--- config.mk ---
export PLATFORM = sky130hd
export DESIGN_NAME = irq_link_stack
export DESIGN_NICKNAME = d
export VERILOG_FILES = /design/src/rtl/irq_stack_pkg.sv /design/src/rtl/irq_stack_ram.sv /design/src/rtl/irq_link_stack.sv
export SDC_FILE = /design/constraint.sdc
export NUM_CORES = 2
export LEC_CHECK = 0
export BUFFER_PORTS_ARGS = -buffer_cell sky130_fd_sc_hd__buf_4
export CAP_MARGIN = 20
export CORE_MARGIN = 1
export CORE_UTILIZATION = 45
export CTS_CLUSTER_DIAMETER = 60
export DETAILED_ROUTE_END_ITERATION = 8
export HOLD_SLACK_MARGIN = 0.03
export SYNTH_ARGS = -nofsm -noshare
export SYNTH_HDL_FRONTEND = slang
export SYNTH_SLANG_ARGS = --single-unit
--- constraint.sdc ---
create_clock -name clk -period 7.3 [get_ports clk]
set_clock_uncertainty 0.15 [all_clocks]
set_input_delay 0 -clock clk [delete_from_list [all_inputs] [get_ports clk]]
set_output_delay 0 -clock clk [all_outputs]
set_load 0.01 [all_outputs]
--- src/rtl/irq_stack_pkg.sv ---
// irq_stack_pkg: shared op codes, frame tags and storage sizing for the
// interrupt/call link stack.
// Build option: IRQ_STACK_CHECK_EN stores a 2-bit tag beside every stack
// word and enables the overflow/underflow/mismatch checker.
package irq_stack_pkg;

    typedef enum logic [1:0] {
        OP_PUSH_CALL = 2'b00,
        OP_PUSH_IRQ  = 2'b01,
        OP_POP_CALL  = 2'b10,
        OP_POP_IRQ   = 2'b11
    } op_e;

    typedef enum logic [1:0] {
        TAG_NONE = 2'b00,
        TAG_CALL = 2'b01,
        TAG_LINK = 2'b10,
        TAG_STAT = 2'b11
    } tag_e;

`ifdef IRQ_STACK_CHECK_EN
    localparam int TAG_STORE_W = 2;
`else
    localparam int TAG_STORE_W = 0;
`endif

endpackage

--- src/rtl/irq_stack_ram.sv ---
// irq_stack_ram: DEPTH x W register array for the link stack.
// Ports:
//   clk              write clock
//   we_a / wdata_a   write port A, address addr_a
//   we_b / wdata_b   write port B, address addr_a+1 (wraps)
//   raddr_0/rdata_0  asynchronous read port 0
//   raddr_1/rdata_1  asynchronous read port 1
// Build option: none (width is chosen by the instantiating module).
module irq_stack_ram #(
    parameter int  DEPTH = 32,
    parameter int  W     = 34,
    localparam int AW    = $clog2(DEPTH)
) (
    input  logic          clk,
    input  logic          we_a,
    input  logic          we_b,
    input  logic [AW-1:0] addr_a,
    input  logic [W-1:0]  wdata_a,
    input  logic [W-1:0]  wdata_b,
    input  logic [AW-1:0] raddr_0,
    input  logic [AW-1:0] raddr_1,
    output logic [W-1:0]  rdata_0,
    output logic [W-1:0]  rdata_1
);

    logic [W-1:0]  mem [DEPTH];
    logic [AW-1:0] addr_b;

    assign addr_b = addr_a + AW'(1);

    // NOTE: the array has no reset; contents are only meaningful below the
    // stack level, so resetting it would only cost area and reset fan-out.
    always_ff @(posedge clk) begin
        if (we_a) mem[addr_a] <= wdata_a;
        if (we_b) mem[addr_b] <= wdata_b;
    end

    assign rdata_0 = mem[raddr_0];
    assign rdata_1 = mem[raddr_1];

endmodule

--- src/rtl/irq_link_stack.sv ---
// irq_link_stack: link/status stack for nested fast interrupts and call-link
// instructions. Pops respond one cycle after acceptance via registered rsp_*.
// Ports:
//   clk, rst_n              clock, asynchronous active-low reset
//   op_valid, op            operation request and code (irq_stack_pkg::op_e)
//   link_in, status_in      words to push
//   rsp_valid/link/status   one-cycle pop result (or rejection) pulse
//   rsp_err                 rejection marker alongside rsp_valid
//   level, irq_depth        words stacked, outstanding interrupt frames
//   empty, full             level==0 / level==DEPTH
//   err_clr                 clears sticky flags
//   err_overflow/underflow/mismatch  sticky checker flags
// Build option: IRQ_STACK_CHECK_EN enables tags, rejection and sticky flags;
// without it level wraps modulo DEPTH and all error outputs are 0.
module irq_link_stack
    import irq_stack_pkg::*;
#(
    parameter int  DATA_W = 32,
    parameter int  DEPTH  = 32,
    localparam int PTR_W  = $clog2(DEPTH)
) (
    input  logic              clk,
    input  logic              rst_n,
    input  logic              op_valid,
    input  logic [1:0]        op,
    input  logic [DATA_W-1:0] link_in,
    input  logic [DATA_W-1:0] status_in,
    output logic              rsp_valid,
    output logic [DATA_W-1:0] rsp_link,
    output logic [DATA_W-1:0] rsp_status,
    output logic              rsp_err,
    output logic [PTR_W:0]    level,
    output logic [PTR_W-1:0]  irq_depth,
    output logic              empty,
    output logic              full,
    input  logic              err_clr,
    output logic              err_overflow,
    output logic              err_underflow,
    output logic              err_mismatch
);

    localparam int LVL_W  = PTR_W + 1;
    localparam int WORD_W = DATA_W + TAG_STORE_W;

    op_e               op_c;
    logic [PTR_W-1:0]  ptr, top_addr, sec_addr;
    logic [WORD_W-1:0] wdata_a, wdata_b, rdata_top, rdata_sec;
    logic [DATA_W-1:0] top_data, sec_data, pop_link, pop_status;
    logic              reject, accept, is_pop, we_a, we_b;
    logic [LVL_W-1:0]  level_nxt;
    logic [PTR_W-1:0]  depth_nxt;

    assign op_c     = op_e'(op);
    assign is_pop   = op[1];
    assign ptr      = level[PTR_W-1:0];
    // Top of stack and the word beneath it; reads wrap like the pointer.
    assign top_addr = ptr - PTR_W'(1);
    assign sec_addr = ptr - PTR_W'(2);
    assign top_data = rdata_top[DATA_W-1:0];
    assign sec_data = rdata_sec[DATA_W-1:0];

    assign accept = op_valid && !reject;
    assign we_a   = accept && !is_pop;
    assign we_b   = accept && (op_c == OP_PUSH_IRQ);

    irq_stack_ram #(.DEPTH(DEPTH), .W(WORD_W)) u_ram (
        .clk     (clk),
        .we_a    (we_a),
        .we_b    (we_b),
        .addr_a  (ptr),
        .wdata_a (wdata_a),
        .wdata_b (wdata_b),
        .raddr_0 (top_addr),
        .raddr_1 (sec_addr),
        .rdata_0 (rdata_top),
        .rdata_1 (rdata_sec)
    );

`ifdef IRQ_STACK_CHECK_EN
    localparam logic [LVL_W-1:0] DEPTH_L = LVL_W'(DEPTH);

    tag_e top_tag;
    logic rej_ovf, rej_unf, rej_mis;
    logic unused_sec_tag;

    assign wdata_a = {(op_c == OP_PUSH_IRQ) ? TAG_LINK : TAG_CALL, link_in};
    assign wdata_b = {TAG_STAT, status_in};
    assign top_tag = tag_e'(rdata_top[WORD_W-1 -: 2]);
    assign unused_sec_tag = ^rdata_sec[WORD_W-1 -: 2];

    always_comb begin
        // NOTE: defaults first so no path leaves a signal unassigned, which
        // would otherwise infer a latch.
        rej_ovf = 1'b0;
        rej_unf = 1'b0;
        rej_mis = 1'b0;
        if (op_valid) begin
            unique case (op_c)
                OP_PUSH_CALL: rej_ovf = (level == DEPTH_L);
                OP_PUSH_IRQ:  rej_ovf = (level > DEPTH_L - LVL_W'(2));
                OP_POP_CALL: begin
                    rej_unf = (level == '0);
                    rej_mis = !rej_unf && (top_tag != TAG_CALL);
                end
                OP_POP_IRQ: begin
                    rej_unf = (level < LVL_W'(2));
                    rej_mis = !rej_unf && (top_tag != TAG_STAT);
                end
            endcase
        end
    end

    assign reject = rej_ovf || rej_unf || rej_mis;
    assign full   = (level == DEPTH_L);

    // A new error in the same cycle as err_clr keeps its flag set.
    always_ff @(posedge clk or negedge rst_n) begin
        if (!rst_n) begin
            rsp_err       <= 1'b0;
            err_overflow  <= 1'b0;
            err_underflow <= 1'b0;
            err_mismatch  <= 1'b0;
        end else begin
            rsp_err       <= reject;
            err_overflow  <= (err_overflow  && !err_clr) || rej_ovf;
            err_underflow <= (err_underflow && !err_clr) || rej_unf;
            err_mismatch  <= (err_mismatch  && !err_clr) || rej_mis;
        end
    end
`else
    logic unused_err_clr;

    assign unused_err_clr = err_clr;
    assign wdata_a        = link_in;
    assign wdata_b        = status_in;
    assign reject         = 1'b0;
    assign full           = 1'b0;
    assign rsp_err        = 1'b0;
    assign err_overflow   = 1'b0;
    assign err_underflow  = 1'b0;
    assign err_mismatch   = 1'b0;
`endif

    assign empty = (level == '0);

    always_comb begin
        level_nxt  = level;
        depth_nxt  = irq_depth;
        pop_link   = '0;
        pop_status = '0;
        if (accept) begin
            unique case (op_c)
                OP_PUSH_CALL: level_nxt = level + LVL_W'(1);
                OP_PUSH_IRQ: begin
                    level_nxt = level + LVL_W'(2);
                    depth_nxt = irq_depth + PTR_W'(1);
                end
                OP_POP_CALL: begin
                    level_nxt = level - LVL_W'(1);
                    pop_link  = top_data;
                end
                OP_POP_IRQ: begin
                    level_nxt  = level - LVL_W'(2);
                    depth_nxt  = irq_depth - PTR_W'(1);
                    pop_link   = sec_data;
                    pop_status = top_data;
                end
            endcase
        end
`ifndef IRQ_STACK_CHECK_EN
        // Legacy mode: level wraps modulo DEPTH, so its MSB never sets.
        level_nxt[PTR_W] = 1'b0;
`endif
    end

    always_ff @(posedge clk or negedge rst_n) begin
        if (!rst_n) begin
            level      <= '0;
            irq_depth  <= '0;
            rsp_valid  <= 1'b0;
            rsp_link   <= '0;
            rsp_status <= '0;
        end else begin
            // NOTE: non-blocking assignments so every register samples the
            // pre-edge values, independent of statement order.
            level      <= level_nxt;
            irq_depth  <= depth_nxt;
            rsp_valid  <= (accept && is_pop) || reject;
            rsp_link   <= pop_link;
            rsp_status <= pop_status;
        end
    end

endmodule

==> results_dict.tcl <==
set metrics [dict create \
    outcome "completed" \
    synth_enable_flop_cells 1024 \
    route.detailed.wl_per_inst_um 37.4 \
    tritoncts "built" \
    clk_latency_ps 790 \
    clockRootBuffer "clkbuf_16" \
    postSynthAreaPerCell_sq_um 15.5 \
    timing.rr.start "level[1]" \
    clock_transition_at_the_registers_of_the_reported_paths_ps 60 \
    globalplace.congestion 0.860 \
    synth_top_flop_cell "edfxtp_1" \
    static-leakage-power_nw 24.4 \
    postSynthRegisterBits 1099 \
    timing.max_cap.violations 0 \
    grt_max_degree 136 \
    die_height_um 377 \
    core-area_sq_mm 0.140 \
    cts.repair.resized 0 \
    multiInputGateArea_sq_mm 0.0291 \
    topRoutingLayerUsed "met5" \
    viasPerCell 6.75 \
    final_stage_net_count 4160 \
    synth_top_area_share_pct 48.6 \
    setup_slack_on_the_worst_flop_to_flop_path_ps 1880 \
    crit_path_max_fanout 38 \
    synth_most_common_cell "edfxtp_1" \
    timing_hold_violations_final 0 \
    slowest_stage "nor2_4" \
    synth-seq-area-share_pct 51.5 \
    row_count 137 \
    wirelength_met1_um 89400 \
    final.fill_count 11700 \
    fin_ws_ps 1880 \
    crit_path_max_delay_family "simple AND/OR/NAND/NOR gates" \
    synth_top_cell_by_area "edfxtp_1" \
    regArea_sq_mm 0.0326 \
    detailroute.wirelength.met3_um 23000 \
    p_per_area_mw_per_mm2 379 \
    post_synth_num_cell_types 49 \
    grt_util_all_layers_pct 31.9 \
    criticalPathCategory "reg -> reg" \
    crit_buf_inv 2 \
    worst_ir_drop_vdd_v 0.000582 \
    first_pass_iters 5 \
    cts-htree-levels 4 \
    io_pins 152 \
    numClockSinks 1099 \
    initial_utilization_pct 45.4 \
    async_s_r_ff_share_synth_pct 6.82 \
    netlist_instances 4092 \
    period_minus_slack_ps 5420 \
    p_r_area_growth_vs_syn_pct 13.4 \
    vias 41000 \
    setup.worst_path.start_class "register" \
    critical_path_arrival_ps 5800 \
    max_clock_freq_ghz 0.184 \
    rsz0062_at_grt "false" \
    cp_slowest_stage_delay_ps 1130 \
    finalSetupViolations 0 \
    grt_pass1_vias 40000 \
    timing.critical_path.to_type "register" \
    final_slew_viol_count 0 \
    die_x_um 377 \
    hold_path.startpoint "op[1]" \
    post-route-period-util_pct 74.3 \
    final.setup.tns_ps 0 \
    hold_path_class "in -> reg" \
    detailed_place_hpwl_um 127000 \
    gr-total-overflow 0 \
    antenna_found_initial 19 \
    setup.worst_path.start "level[1]" \
    first_pass_grt_wire_length_um 314000 \
    yosysWarningCount 0 \
    netlist_area_before_placement_sq_mm 0.0633 \
    commonest_cells_in_the_netlist "edfxtp_1 (1024), mux2_2 (1017), mux4_2 (512), nand2_1 (415), clkbuf_1 (304)" \
    wirelength_um 227000 \
    post_synth_main_area_contributors "edfxtp_1 (49%), mux4_2 (18%), mux2_2 (18%)" \
    die_area_sq_mm 0.142 \
    dp_worst_slack_ps 2130 \
    io_buffer_count 144 \
    drc 0 \
    dr.first_iter.drc_count 5648 \
    antenna_left 0 \
    worstPathCellList "ha_1 > xor2_1 > nand3_1 > nor2_4 > buf_4 > mux2_2 > dlygate4sd3_1" \
    drive_gt1_share_pct 49.1 \
    number_of_buffers_on_the_longest_clock_path 3 \
    worst_ep_required_time_ps 7680 \
    wl_met2_um 104000 \
    timing.slew.headroom_pct 18.6 \
    numCtsBuffers 135 \
    worst-slew-pin-transition_ps 1220 \
]
cells by family (layout without fill, tap and decap cells):
family | Yosys count | in the layout | synth area share (%)
multiplexers | 1646 | 1646 | 38.2
flip-flops | 1099 | 1099 | 51.5
AND/OR/NAND/NOR | 538 | 538 | 3.41
buffers and inverters | 515 | 605 | 3.63
AO/OA/AOI/OAI | 262 | 262 | 2.69
XOR/XNOR | 19 | 19 | 0.293
adder cells (fa/ha/maj) | 12 | 12 | 0.249
other | 1 | 16 | 0.00592
worst register-to-register path, cell delays in order, from the launching register on:
cell and delay, ps:
dfrtp_4 900, ha_1 550, xor2_1 320, nand3_1 670, nor2_4 1130, buf_4 500
mux2_2 390, dlygate4sd3_1 560
placed cells by master, fill, tap and decap left out, types with 8 or more instances in the layout:
cell / netlist / final
edfxtp_1: 1024 / 1024
mux2_2: 1017 / 1017
mux4_2: 512 / 512
nand2_1: 415 / 397
buf_4: 16 / 226
clkbuf_16: 0 / 145
mux2i_1: 109 / 109
dlygate4sd3_1: 0 / 105
a21oi_1: 90 / 90
dfrtp_1: 75 / 73
a22oi_1: 44 / 44
nor2_1: 50 / 38
nand3_1: 33 / 33
clkbuf_1: 304 / 27
o211ai_1: 24 / 24
o221ai_1: 22 / 22
clkinv_2: 0 / 22
nand2_4: 0 / 20
a32oi_1: 20 / 20
o21ai_4: 0 / 20
nor2_4: 0 / 16
clkinv_1: 0 / 16
buf_12: 2 / 16
o22ai_1: 24 / 12
o22ai_4: 0 / 12
bufinv_16: 0 / 11
diode_2: 0 / 10
nor4_1: 10 / 10
o21ai_0: 30 / 10
ha_1: 11 / 10
inv_1: 8 / 8
xor2_1: 9 / 8
mux2_1: 8 / 8
clkbuf_8: 0 / 8
metal layers:
metal  vias up  track usage [%]
li1      16300                -
met1     21700             43.0
met2      2541             49.1
met3       490             7.24
met4         6             14.5
met5         -                0
registers in the layout, summed over array words and instances (netlist names):
register,count
level,5
u_ram.mem,1024
rsp_link,32
rsp_status,32
rsp_valid,1
irq_depth,5
through the flow:
| stage | cells | total power, W | hold WS [ps] | area [sq um] | util [%] |
|---|---|---|---|---|---|
| finish | 6073 | 0.0272 | 104 | 71800 | 51.4 |
| global route | 6070 | 0.0281 | 139 | 71800 | 51.4 |
| CTS | 6061 | 0.0271 | 35.9 | 71700 | 51.4 |
| detailed placement | 5710 | 0.0202 | -284 | 66100 | 47.4 |
| global placement | 5705 | 0.0201 | -286 | 66000 | 47.3 |
| floorplan | 4097 | 0.0163 | -446 | 63300 | - |
final cells by class:
type	instances	share of cell area (%)
tap	1876	3.27
clock inverter	66	0.943
antenna	10	0.0349
sequential	1099	45.5
inverter	9	0.0471
multi-input combinational	2483	40.5
clock buffer	180	5.35
timing repair buffer	350	4.36
report_power, final:
part | leakage (nW) | switching (W) | internal [W]
clock | 2.21 | 0.00282 | 0.00410
combinational | 11.9 | 0.00745 | 0.00517
sequential | 10.2 | 0.000328 | 0.00732
repair_timing:
item	4_1_cts	5_1_grt
setup buffers	0	0
endpoints found under the setup margin	0	0
hold endpoints to repair	1142	0
hold buffers	105	0
worst paths after layout:
check,cells past startpoint,end
max,7,u_ram.mem[23][2]
min,4,level[3]
max reg2reg,7,u_ram.mem[23][2]
min reg2reg,1,irq_depth[4]
max in group asynchronous,4,irq_depth[0]
min in group asynchronous,4,rsp_status[27]
(Power assumes the default switching activity.)
